<file path="config.mk">
export PLATFORM = sky130hd
export DESIGN_NAME = branch_predictor_flat
export DESIGN_NICKNAME = d
export VERILOG_FILES = /design/src/rtl/branch_predictor_if.sv /design/src/rtl/branch_predictor.sv /design/src/flat_wrapper.sv
export SDC_FILE = /design/constraint.sdc
export NUM_CORES = 1
export LEC_CHECK = 0
export ABC_AREA = 1
export CELL_PAD_IN_SITES_DETAIL_PLACEMENT = 0
export CELL_PAD_IN_SITES_GLOBAL_PLACEMENT = 1
export CORE_MARGIN = 4
export CORE_UTILIZATION = 25
export DETAILED_ROUTE_END_ITERATION = 6
export GPL_TIMING_DRIVEN = 0
export PLACE_DENSITY = 0.82
export SLEW_MARGIN = 20
export SYNTH_ARGS = -nofsm -noshare
export SYNTH_HDL_FRONTEND = slang
export SYNTH_SLANG_ARGS = --single-unit
export TNS_END_PERCENT = 1
</file>
<file path="constraint.sdc">
create_clock -name clk -period 1.4 [get_ports clk]
set_clock_uncertainty 0.05 [all_clocks]
set_input_delay 0.28 -clock clk [delete_from_list [all_inputs] [get_ports clk]]
set_output_delay 0.28 -clock clk [all_outputs]
set_load 0.01 [all_outputs]
</file>
<file path="src/rtl/branch_predictor_if.sv">
// Fetch/resolve port bundle between the pipeline (master) and the branch predictor (slave).
interface branch_predictor_if;
    logic [31:0] fetch_pc;
    logic [31:0] pc;
    logic        pred_taken;
    logic        upd_valid;
    logic [31:0] upd_pc;
    logic        upd_taken;
    logic [31:0] upd_target;
    logic        upd_mispredict;
    logic [31:0] branch_cnt;
    logic [31:0] mispredict_cnt;

    modport slave (
        input  fetch_pc,
        input  upd_valid,
        input  upd_pc,
        input  upd_taken,
        input  upd_target,
        input  upd_mispredict,
        output pc,
        output pred_taken,
        output branch_cnt,
        output mispredict_cnt
    );

    modport master (
        output fetch_pc,
        output upd_valid,
        output upd_pc,
        output upd_taken,
        output upd_target,
        output upd_mispredict,
        input  pc,
        input  pred_taken,
        input  branch_cnt,
        input  mispredict_cnt
    );
endinterface

</file>
<file path="src/rtl/branch_predictor.sv">
// 64-entry direct-mapped BTB with 2-bit counters plus branch/mispredict counters.
// Table is built only when BRANCH_PREDICT_EN is defined; otherwise pc = fetch_pc + 4.
module branch_predictor (
    input  logic              clk,
    input  logic              rst,
    branch_predictor_if.slave bp
);
    logic [31:0] r_branch_cnt;
    logic [31:0] r_mispredict_cnt;
    logic [31:0] w_seq_pc;

    assign w_seq_pc = bp.fetch_pc + 32'd4;

    always_ff @(posedge clk) begin
        if (rst) begin
            r_branch_cnt     <= 32'd0;
            r_mispredict_cnt <= 32'd0;
        end else if (bp.upd_valid) begin
            r_branch_cnt <= r_branch_cnt + 32'd1;
            if (bp.upd_mispredict) begin
                r_mispredict_cnt <= r_mispredict_cnt + 32'd1;
            end
        end
    end

    assign bp.branch_cnt     = r_branch_cnt;
    assign bp.mispredict_cnt = r_mispredict_cnt;

`ifdef BRANCH_PREDICT_EN
    localparam int ENTRIES = 64;

    logic [5:0]                  w_lk_idx;
    logic [23:0]                 w_lk_tag;
    logic                        w_lk_hit;
    logic                        w_pred;
    logic [5:0]                  w_up_idx;
    logic [23:0]                 w_up_tag;
    logic                        w_up_hit;
    logic [1:0]                  w_up_ctr;
    logic [1:0]                  w_ctr_sat;
    logic [ENTRIES-1:0]          w_valid_vec;
    logic [ENTRIES-1:0][1:0]     w_ctr_vec;
    logic [23:0]                 r_tag    [ENTRIES];
    logic [31:0]                 r_target [ENTRIES];
    logic                        w_unused_lsb;

    assign w_lk_idx = bp.fetch_pc[7:2];
    assign w_lk_tag = bp.fetch_pc[31:8];
    assign w_up_idx = bp.upd_pc[7:2];
    assign w_up_tag = bp.upd_pc[31:8];

    // Lookup reads pre-edge contents, so a same-cycle update is not bypassed.
    assign w_lk_hit      = w_valid_vec[w_lk_idx] && (r_tag[w_lk_idx] == w_lk_tag);
    assign w_pred        = w_lk_hit && w_ctr_vec[w_lk_idx][1];
    assign bp.pred_taken = w_pred;
    assign bp.pc         = w_pred ? r_target[w_lk_idx] : w_seq_pc;

    assign w_up_hit = w_valid_vec[w_up_idx] && (r_tag[w_up_idx] == w_up_tag);
    assign w_up_ctr = w_ctr_vec[w_up_idx];

    always_comb begin
        w_ctr_sat = w_up_ctr;
        if (bp.upd_taken) begin
            if (w_up_ctr != 2'd3) begin
                w_ctr_sat = w_up_ctr + 2'd1;
            end
        end else if (w_up_ctr != 2'd0) begin
            w_ctr_sat = w_up_ctr - 2'd1;
        end
    end

    // A taken update either refreshes a hit or allocates on a miss; both write tag and target.
    always_ff @(posedge clk) begin
        if (!rst && bp.upd_valid && bp.upd_taken) begin
            r_tag[w_up_idx]    <= w_up_tag;
            r_target[w_up_idx] <= bp.upd_target;
        end
    end

    genvar gi;
    generate
        for (gi = 0; gi < ENTRIES; gi++) begin : g_entry
            logic       r_valid;
            logic [1:0] r_ctr;
            logic       w_sel;

            assign w_sel = bp.upd_valid && (w_up_idx == 6'(gi));

            always_ff @(posedge clk) begin
                if (rst) begin
                    r_valid <= 1'b0;
                    r_ctr   <= 2'd1;
                end else if (w_sel) begin
                    if (w_up_hit) begin
                        r_ctr <= w_ctr_sat;
                    end else if (bp.upd_taken) begin
                        r_valid <= 1'b1;
                        r_ctr   <= 2'd2;
                    end
                end
            end

            assign w_valid_vec[gi] = r_valid;
            assign w_ctr_vec[gi]   = r_ctr;
        end
    endgenerate

    assign w_unused_lsb = ^{bp.fetch_pc[1:0], bp.upd_pc[1:0]};
`else
    logic w_unused_upd;

    assign bp.pred_taken = 1'b0;
    assign bp.pc         = w_seq_pc;
    assign w_unused_upd  = ^{bp.upd_pc, bp.upd_taken, bp.upd_target};
`endif

endmodule
</file>
<file path="src/flat_wrapper.sv">
// flat-port wrapper written by rule: the top's interface ports become plain ports
module branch_predictor_flat 
  (clk, rst, bp_fetch_pc, bp_upd_valid, bp_upd_pc, bp_upd_taken, bp_upd_target, bp_upd_mispredict, bp_pc, bp_pred_taken, bp_branch_cnt, bp_mispredict_cnt);
  branch_predictor_if bp_i ();
  input  logic clk;
  input  logic rst;
  input wire logic [$bits(bp_i.fetch_pc)-1:0] bp_fetch_pc;
  input wire logic [$bits(bp_i.upd_valid)-1:0] bp_upd_valid;
  input wire logic [$bits(bp_i.upd_pc)-1:0] bp_upd_pc;
  input wire logic [$bits(bp_i.upd_taken)-1:0] bp_upd_taken;
  input wire logic [$bits(bp_i.upd_target)-1:0] bp_upd_target;
  input wire logic [$bits(bp_i.upd_mispredict)-1:0] bp_upd_mispredict;
  output wire logic [$bits(bp_i.pc)-1:0] bp_pc;
  output wire logic [$bits(bp_i.pred_taken)-1:0] bp_pred_taken;
  output wire logic [$bits(bp_i.branch_cnt)-1:0] bp_branch_cnt;
  output wire logic [$bits(bp_i.mispredict_cnt)-1:0] bp_mispredict_cnt;
  assign bp_i.fetch_pc = bp_fetch_pc;
  assign bp_i.upd_valid = bp_upd_valid;
  assign bp_i.upd_pc = bp_upd_pc;
  assign bp_i.upd_taken = bp_upd_taken;
  assign bp_i.upd_target = bp_upd_target;
  assign bp_i.upd_mispredict = bp_upd_mispredict;
  assign bp_pc = bp_i.pc;
  assign bp_pred_taken = bp_i.pred_taken;
  assign bp_branch_cnt = bp_i.branch_cnt;
  assign bp_mispredict_cnt = bp_i.mispredict_cnt;
  branch_predictor u_core (.clk(clk), .rst(rst), .bp(bp_i));
endmodule
</file>
==> metrics.md, run 1 <==
| Metric | Value |
|---|---|
| Outcome | `complete, but fails checks` |
| Failing checks | `negative setup slack` |
| Placed Cells | `roughly 1100` |
| Tightest Hold Check Type | `in -> reg` |
| Finish-stage setup viols | `31` |
| FF+latch count, synth | `64` |
| Non-filler instance count after layout | `1086` |
| Initial antenna violation count | `0` |
| Critical Path Most Common Cell | `buf_6` |
| Post-DP HPWL | `around 11000 um` |
| Fin nets | `~970` |
| Tot GR Track Use | `around 15%` |
| CP required | `roughly 1.1 ns` |
| Synth Area in Compound Gates | `between 6 and 7%` |
| Pwr dens | `between 600 and 700 mW/mm^2` |
| Clk buf depth | `2` |
| Final Hold Vio Count | `0` |
| Max-cap violation count | `0` |
| Worst Reg-to-Reg Cells | `8` |
| RSZ-0062 raised after global routing | `true` |
| Max incr delay on CP | `approximately 0.26 ns` |
| Global-route wire length before repair | `~24000 um` |
| CTS H-tree depth | `3` |
| Yosys top cell area share | `around 30%` |
| Post-route cell area | `slightly below 0.007 sq mm` |
| Vias | `4863` |
| Simple-Gate Fraction of Synth Area | `between 40% and 50%` |
| Reg-to-reg slack, setup | `-0.09 ns` |
| Final WS setup | `-0.385 ns` |
| Launch point of the worst reg-to-reg path | `u_core.bp.mispredict_cnt[0]$_SDFFE_PP0P_` |
| Die X | `139 um` |
| CP endpoint | `bp_pc[25]` |
| Starting Density | `between 20% and 30%` |
| Synth Warn # | `0` |
| Fin. max-slew vios | `0` |
| Reg clk slew, reported paths | `about 0.06 ns` |
| Worst-Skew Late Latency | `0.34 ns` |
| Post-place instance area | `approximately 0.006 sq mm` |
| Total gr overflow | `0` |
| Number of diodes | `0` |
| Die Y | `around 140 um` |
| Post-Synthesis Cells | `703` |
| Register area share after synthesis | `29.8%` |
| FP Rows | `47` |
| Library cells used by synthesis | `36` |
| Crit-path max FO | `3` |
| Die ar. | `0.0193 sq mm` |
| Crit Reg-Reg Endpoint | `u_core.bp.mispredict_cnt[28]$_SDFFE_PP0P_` |
| Drt pass-1 iters | `7` |
| Slew @ Worst Pin | `0.608 ns` |
| Asr flop ratio synth | `0%` |
| Number of synthesized flops with an enable pin | `0` |
| Worst setup SP type | `input port` |
| Mux share of post-synthesis cell area | `0%` |
| Area leader, netlist | `dfxtp_1` |
| Post-Synth XOR/XNOR Area | `roughly 7.1%` |
| Arr. time, crit path | `between 1 and 1.5 ns` |
| Core area | `about 0.017 sq mm` |
| Critical path type | `in -> out` |
| First DRT Iteration DRCs | `approximately 150` |
| Final critical-path required period | `around 1.8 ns` |
| Worst setup EP type | `output port` |
| Clock sinks | `64` |
| DRC | `0` |
| CP max-delay cell | `nor4_4` |
| Buffers on Ports | `roughly 130` |
| Syn_area_per_cell | `a little over 6 sq um` |
| Largest family of logic cells by synthesized area | `simple AND/OR/NAND/NOR gates` |
| Antenna-violating nets left | `0` |
| Vias in the first global route | `roughly 4600` |
| CTS Buf Count | `9` |
| Slew HR | `about three fifths` |
| TritonCTS clock tree | `done` |
| Mapped cell area | `roughly 0.0043 sq mm` |
| Synth Area in Adders | `0.874%` |
| CP cell instances | `buf_8 -> nand2_4 -> nor3_4 -> buf_6 -> nand3_4 -> buf_6 -> nor4_4 -> nor2_1 -> buf_2` |
| Static Leakage | `~3.0 nW` |
| Root buffer cell | `clkbuf_16` |
| Worst vdd ir | `roughly 0.48 mV` |
| Area grow syn2layout | `56.5%` |
| Average wire per standard cell | `roughly 13 um` |
| Hold-fix buffers at CTS | `0` |
| F_max | `~0.56 GHz` |
| Total wire length | `about 14000 um` |
| RePlAce Congestion | `0.802` |
| Ratio of cells with drive above 1 in the final layout | `roughly 33%` |
| Period utilization | `127%` |
| Synth top area cells | `dfxtp_1, nand2_1, nor2_1` |
| Via-to-Cell Ratio | `approximately 4.5` |
| Syn nets | `807` |
| Boundary Pins | `around 200` |
| Main flop type after synthesis | `dfxtp_1` |
| Worst Setup SP | `bp_fetch_pc[10]` |
| Largest net degree at the start of global routing | `13` |
critical path: cells and delay by family:
family	cells	cell delay [ns]
buffers and inverters	4	0.51
AND/OR/NAND/NOR	5	0.66
worst min-delay path by stage:
stage | start | end | slack, ns | depth (start not counted)
floorplan | u_core.bp.branch_cnt[0]$_SDFFE_PP0P_ | u_core.bp.branch_cnt[0]$_SDFFE_PP0P_ | 0.42 | 1
global placement | u_core.bp.branch_cnt[0]$_SDFFE_PP0P_ | u_core.bp.branch_cnt[0]$_SDFFE_PP0P_ | 0.40 | 1
detailed placement | u_core.bp.branch_cnt[0]$_SDFFE_PP0P_ | u_core.bp.branch_cnt[0]$_SDFFE_PP0P_ | 0.41 | 1
CTS | rst | u_core.bp.mispredict_cnt[4]$_SDFFE_PP0P_ | 0.34 | 2
global route | rst | u_core.bp.mispredict_cnt[4]$_SDFFE_PP0P_ | 0.40 | 2
finish | rst | u_core.bp.mispredict_cnt[4]$_SDFFE_PP0P_ | 0.34 | 2
kinds of logic after synthesis:
logic type               after synthesis
AND/OR/NAND/NOR                      448
adder cells (fa/ha/maj)                3
AO/OA/AOI/OAI                         47
flip-flops                            64
buffers and inverters                105
other                                  1
XOR/XNOR                              35
cell usage in the layout (no fill, tap or decap), types with 3 or more instances in the layout:
master	synthesis	layout
dlygate4sd2_1	0	65
nand2_2	4	23
nand3_2	3	14
nor3_2	4	11
o21ai_1	3	4
inv_1	93	83
buf_8	0	5
nor3_4	0	5
o21ai_0	11	9
nor2_1	134	94
clkbuf_16	0	9
buf_4	4	26
dfxtp_1	64	17
dfxtp_2	0	40
xor2_1	24	24
nor2_2	8	22
buf_6	0	7
a21oi_1	24	24
dfxtp_4	0	7
ha_4	0	3
nor3_1	18	6
clkdlybuf4s50_1	0	4
clkdlybuf4s15_1	0	5
xnor2_1	11	9
clkbuf_1	5	5
nand2_1	196	168
inv_2	1	9
clkdlybuf4s15_2	0	3
nand2_4	1	10
o21a_1	3	3
nor2_4	8	34
nand3_1	51	39
nand4_1	12	12
buf_2	2	36
nand3_4	2	3
registers in the layout (all words and copies together) (netlist names):
name,cells
u_core.bp.branch_cnt,32
u_core.bp.mispredict_cnt,32
metrics by stage:
stage / TNS [ns] / total power [mW] / util, % / worst slack [ns] / hold slack [ns]
finish: -5.42 / 4.66 / 40.2 / -0.385 / 0.339
global route: -9.82 / 4.83 / 40.2 / -0.440 / 0.396
CTS: -6.26 / 4.68 / 38.9 / -0.326 / 0.344
detailed placement: -61.28 / 2.41 / 35.2 / -1.33 / 0.407
global placement: -60.20 / 2.41 / 35.2 / -1.36 / 0.402
floorplan: -0.502 / 2.10 / - / -0.0493 / 0.419
layout make-up:
cell class | instances | area, sq um
clock inverter | 7 | 72.6
multi-input combinational | 534 | 3180
fill | 1822 | 9980
inverter | 94 | 360
sequential | 64 | 1360
clock buffer | 9 | 225
timing repair buffer | 147 | 1190
tap | 220 | 275
buffer | 11 | 58.8
cells in the mapped netlist (all sizes together), types with 2 or more instances:
| cell type | count |
|---|---|
| nand3b | 2 |
| clkbuf | 5 |
| inv | 94 |
| xor2 | 24 |
| xnor2 | 11 |
| nor3b | 2 |
| a31oi | 2 |
| o21ai | 14 |
| nand3 | 56 |
| dfxtp | 64 |
| nand2 | 201 |
| nor3 | 22 |
| nand4 | 13 |
| o21a | 3 |
| nor2 | 150 |
| a21oi | 24 |
| ha | 3 |
| buf | 6 |
layer usage:
layer / up-vias / routed length (um) / global-route usage, %
li1: 2518 / - / -
met1: 2201 / 6700 / 19.1
met2: 130 / 6770 / 24.6
met3: 14 / 717 / 2.72
met4: 0 / 214 / 5.05
met5: - / 0 / 0
timing repair:
action,CTS,global route
setup buffers,15,4
gates resized for setup,449,74
setup endpoints to repair,146,85
pin swaps,49,25
where the power goes:
part | switching [mW] | total, mW | internal (mW)
Clock | 0.891 | 2.27 | 1.38
Sequential | 0.0175 | 1.84 | 1.82
Combinational | 0.315 | 0.546 | 0.231
Total | 1.22 | 4.66 | 3.43
(Power assumes the default switching activity.)
==> run 2, diff against run 1 <==
--- a/config.mk
+++ b/config.mk
@@ -5,16 +5,15 @@
 export SDC_FILE = /design/constraint.sdc
 export NUM_CORES = 1
 export LEC_CHECK = 0
-export ABC_AREA = 1
+export ABC_AREA = 0
 export CELL_PAD_IN_SITES_DETAIL_PLACEMENT = 0
 export CELL_PAD_IN_SITES_GLOBAL_PLACEMENT = 1
 export CORE_MARGIN = 4
-export CORE_UTILIZATION = 25
+export CORE_UTILIZATION = 24
 export DETAILED_ROUTE_END_ITERATION = 6
 export GPL_TIMING_DRIVEN = 0
-export PLACE_DENSITY = 0.82
+export PLACE_DENSITY = 0.8
 export SLEW_MARGIN = 20
 export SYNTH_ARGS = -nofsm -noshare
 export SYNTH_HDL_FRONTEND = slang
 export SYNTH_SLANG_ARGS = --single-unit
-export TNS_END_PERCENT = 1
==> run 2 against run 1 <==
Compared with the run above:
- the run still ends with negative setup slack left
- die area fell by 12%
- count of clock-buffer cells in the layout up 4
- sequential power barely moved
- critical path depth unchanged
- worst setup slack got worse by 0.23 ns
- utilization is 9.9 points higher
- combinational power fell by 2%
- worst hold slack improved by 0.056 ns
- critical path type unchanged
- largest cell class unchanged
==> metrics.md, run 2 <==
| Metric | Value |
|---|---|
| Outcome | `complete, but fails checks` |
| Failing checks | `negative setup slack` |
| Root buffer cell | `clkbuf_16` |
| Main flop type after synthesis | `dfxtp_1` |
| FF+latch count, synth | `between 60 and 70` |
| Boundary Pins | `slightly below 200` |
| Family with the most delay on the worst path | `simple AND/OR/NAND/NOR gates` |
| CP required | `~1.1 ns` |
| Max-cap violation count | `0` |
| Worst vdd ir | `0.621 mV` |
| Arr. time, crit path | `~1.7 ns` |
| Area leader, netlist | `dfxtp_1` |
| Worst setup EP type | `output port` |
| Core area | `roughly 0.015 sq mm` |
| Pwr dens | `between 600 and 700 mW/mm^2` |
| Clock sinks | `64` |
| Drt pass-1 iters | `4` |
| Global-route wire length before repair | `21900 um` |
| CP max-delay cell | `nor4_4` |
| F_max | `a little under 0.5 GHz` |
| Mapped cell area | `around 0.0036 sq mm` |
| Final Util | `between 50 and 60%` |
| DRC | `0` |
| Met2 Resource Use GR | `27.8%` |
| First DRT Iteration DRCs | `211` |
| Fin nets | `between 800 and 900` |
| Crit-path max FO | `3` |
| Tightest Hold Check Type | `in -> reg` |
| Fill cell count | `between 1000 and 1500` |
| Combinational share of power | `a little under an eighth` |
| Synth top area cells | `dfxtp_1, xnor2_1, nand4_1` |
| Critical Path Most Common Cell | `nand4_1` |
| Final critical-path required period | `~2.0 ns` |
| Die X | `between 100 and 150 um` |
| Largest net degree at the start of global routing | `16` |
| Initial antenna violation count | `0` |
| Slew @ Worst Pin | `around 0.7 ns` |
| Via-to-Cell Ratio | `approximately 5.1` |
| Placed Cells | `758` |
| Static Leakage | `approximately 3.2 nW` |
| RSZ-0062 raised after global routing | `true` |
| Crit path buffers/inverters | `4` |
| Die ar. | `approximately 0.017 sq mm` |
| Yosys top cell area share | `about 35%` |
| Finish-stage setup viols | `68` |
| Number of diodes | `0` |
| Met3 Track Usage GR | `under 10%` |
| Worst-Skew Late Latency | `about 0.33 ns` |
| Fin. max-slew vios | `0` |
| Worst setup SP type | `input port` |
| Clk pwr share | `roughly 47%` |
| Number of synthesized flops with an enable pin | `0` |
| Antenna-violating nets left | `0` |
| Synth Warn # | `0` |
| Final Hold Vio Count | `0` |
| Syn nets | `around 550` |
| CTS Buf Count | `9` |
| Internal | `about 3.4 mW` |
| GR peak layer | `met2` |
| Syn_area_per_cell | `slightly above 8 sq um` |
| Ratio of cells with drive above 1 in the final layout | `~56%` |
| Register area share after synthesis | `approximately 35%` |
| Worst Hold Slack | `0.395 ns` |
| Post-DP HPWL | `between 8000 and 9000 um` |
| Tot GR Track Use | `15.9%` |
| Max incr delay on CP | `0.33 ns` |
| Average wire per standard cell | `roughly 16 um` |
| CP cell instances | `buf_8 -> ha_4 -> nand4_1 -> nor4_4 -> buf_4 -> buf_6 -> nand4_1 -> xnor2_2 -> buf_2` |
| Most common cell after layout, fill and taps aside | `buf_4` |
| Library cells used by synthesis | `33` |
| FP Rows | `44` |
| CTS H-tree depth | `3` |
| Critical path type | `in -> out` |
| GR Util met1 | `a little under a fifth` |
| Reg clk slew, reported paths | `~0.050 ns` |
| Synth top cells by count | `dfxtp_1, nand4_1, nor2_1, a21oi_1, nand2_1` |
| Most instantiated library cell after synthesis | `dfxtp_1` |
| P_sw | `1.07 mW` |
| Non-filler instance count after layout | `893` |
| Total gr overflow | `0` |
| Vias | `4561` |
| Reg power frac | `slightly above 40%` |
| Vias in the first global route | `4510` |
| Buffers on Ports | `129` |
| Area grow syn2layout | `103%` |
| Total design power | `~4.4 mW` |
| Period utilization | `144%` |
| Die Y | `131 um` |
| Final WS setup | `-0.610 ns` |
| TritonCTS clock tree | `done` |
| Starting Density | `between 20% and 30%` |
| Asr flop ratio synth | `0%` |
| Post-Synthesis Cells | `445` |
| Slew HR | `between 50% and 60%` |
| RePlAce Congestion | `0.802` |
| Most frequent cells in the layout | `buf_4, dlygate4sd2_1, buf_6` |
| Total wire length | `about 15000 um` |
| Clk buf depth | `2` |
| Net Sw Frac | `approximately a quarter` |
-- run 2: cell types whose count changed after synthesis, sizes merged, moves of 12 or more --
cell   previous run  this run
nand2           201        31
nand3            56        30
and4              0        12
o31ai             0        17
xnor2            11        29
inv              94         9
nor3             22         8
nand4            13        37
or4               0        22
nor2            150        35
or3               0        15
-- run 2: area by class of cell --
type / instances / area, sq um / area share, %
sequential: 64 / 1410 / 19.2
clock buffer: 13 / 262 / 3.56
inverter: 9 / 36.3 / 0.494
tap: 184 / 230 / 3.14
timing repair buffer: 250 / 2150 / 29.3
buffer: 21 / 208 / 2.83
clock inverter: 3 / 15.0 / 0.205
multi-input combinational: 349 / 3030 / 41.3
-- run 2: worst min-delay path, delay by kind of cell --
| family | cells | cell delay (ns) |
|---|---|---|
| buf+inv | 1 | 0.20 |
| mux | 1 | 0.14 |
| simple gates | 1 | 0.13 |
-- run 2: metal layers --
| layer | vias up | wire [um] | share of wire [%] |
|---|---|---|---|
| li1 | 2172 | - | - |
| met1 | 2210 | 6050 | 41 |
| met2 | 149 | 7280 | 50 |
| met3 | 30 | 915 | 6.2 |
| met4 | 0 | 393 | 2.7 |
| met5 | - | 0 | 0 |
-- run 2: worst paths after layout --
check,slack (ns),from,endpoint,cells past startpoint
worst max register to register,-0.58,u_core.bp.mispredict_cnt[14]$_SDFFE_PP0P_,u_core.bp.mispredict_cnt[29]$_SDFFE_PP0P_,5
worst max-delay path,-0.61,bp_fetch_pc[3],bp_pc[24],9
worst min register to register,0.44,u_core.bp.branch_cnt[25]$_SDFFE_PP0P_,u_core.bp.branch_cnt[25]$_SDFFE_PP0P_,2
worst min-delay path,0.40,rst,u_core.bp.mispredict_cnt[19]$_SDFFE_PP0P_,3
-- run 2: per-stage QoR --
step / cell area, sq um / setup TNS (ns) / setup slack [ns]
final: 7340 / -24.25 / -0.610
after global routing: 7340 / -28.87 / -0.662
after CTS: 6940 / -23.30 / -0.628
after detailed placement: 5570 / -93.44 / -1.56
after global placement: 5570 / -89.88 / -1.53
after floorplan: 4050 / -13.08 / -0.445
-- run 2: power by group through the flow --
stage	logic (mW)	clock network (mW)	registers, mW
after floorplan	0.181	0	1.87
after global placement	0.474	0	1.87
after detailed placement	0.480	0	1.87
after CTS	0.517	2.13	1.82
after global routing	0.572	2.22	1.81
final	0.533	2.09	1.81
-- run 2: cells by family (layout without fill, tap and decap cells) --
group	count (synthesis)	count (layout)	synth area share, %
AO/OA/AOI/OAI	67	67	10.9
buffers and inverters	32	296	4.01
AND/OR/NAND/NOR	220	220	34.1
flip-flops	64	64	35.4
multiplexers	6	6	1.83
other	1	1	0.104
adder cells (fa/ha/maj)	3	3	1.04
XOR/XNOR	52	52	12.6
-- run 2: timing repair --
action | 4_1_cts | 5_1_grt
hold buffers | 0 | 0
hold endpoints to repair | 0 | 0
endpoints found under the setup margin | 158 | 102
setup buffers | 99 | 32
gates cloned | 4 | 0
gates resized for setup | 425 | 119
pin swaps | 84 | 57
==> run 3, diff against run 2 <==
--- a/config.mk
+++ b/config.mk
@@ -6,6 +6,7 @@
 export NUM_CORES = 1
 export LEC_CHECK = 0
 export ABC_AREA = 0
+export CAP_MARGIN = 15
 export CELL_PAD_IN_SITES_DETAIL_PLACEMENT = 0
 export CELL_PAD_IN_SITES_GLOBAL_PLACEMENT = 1
 export CORE_MARGIN = 4
==> results of run 3 <==
Final layout, timing and power as in run 2 (identical DEF).
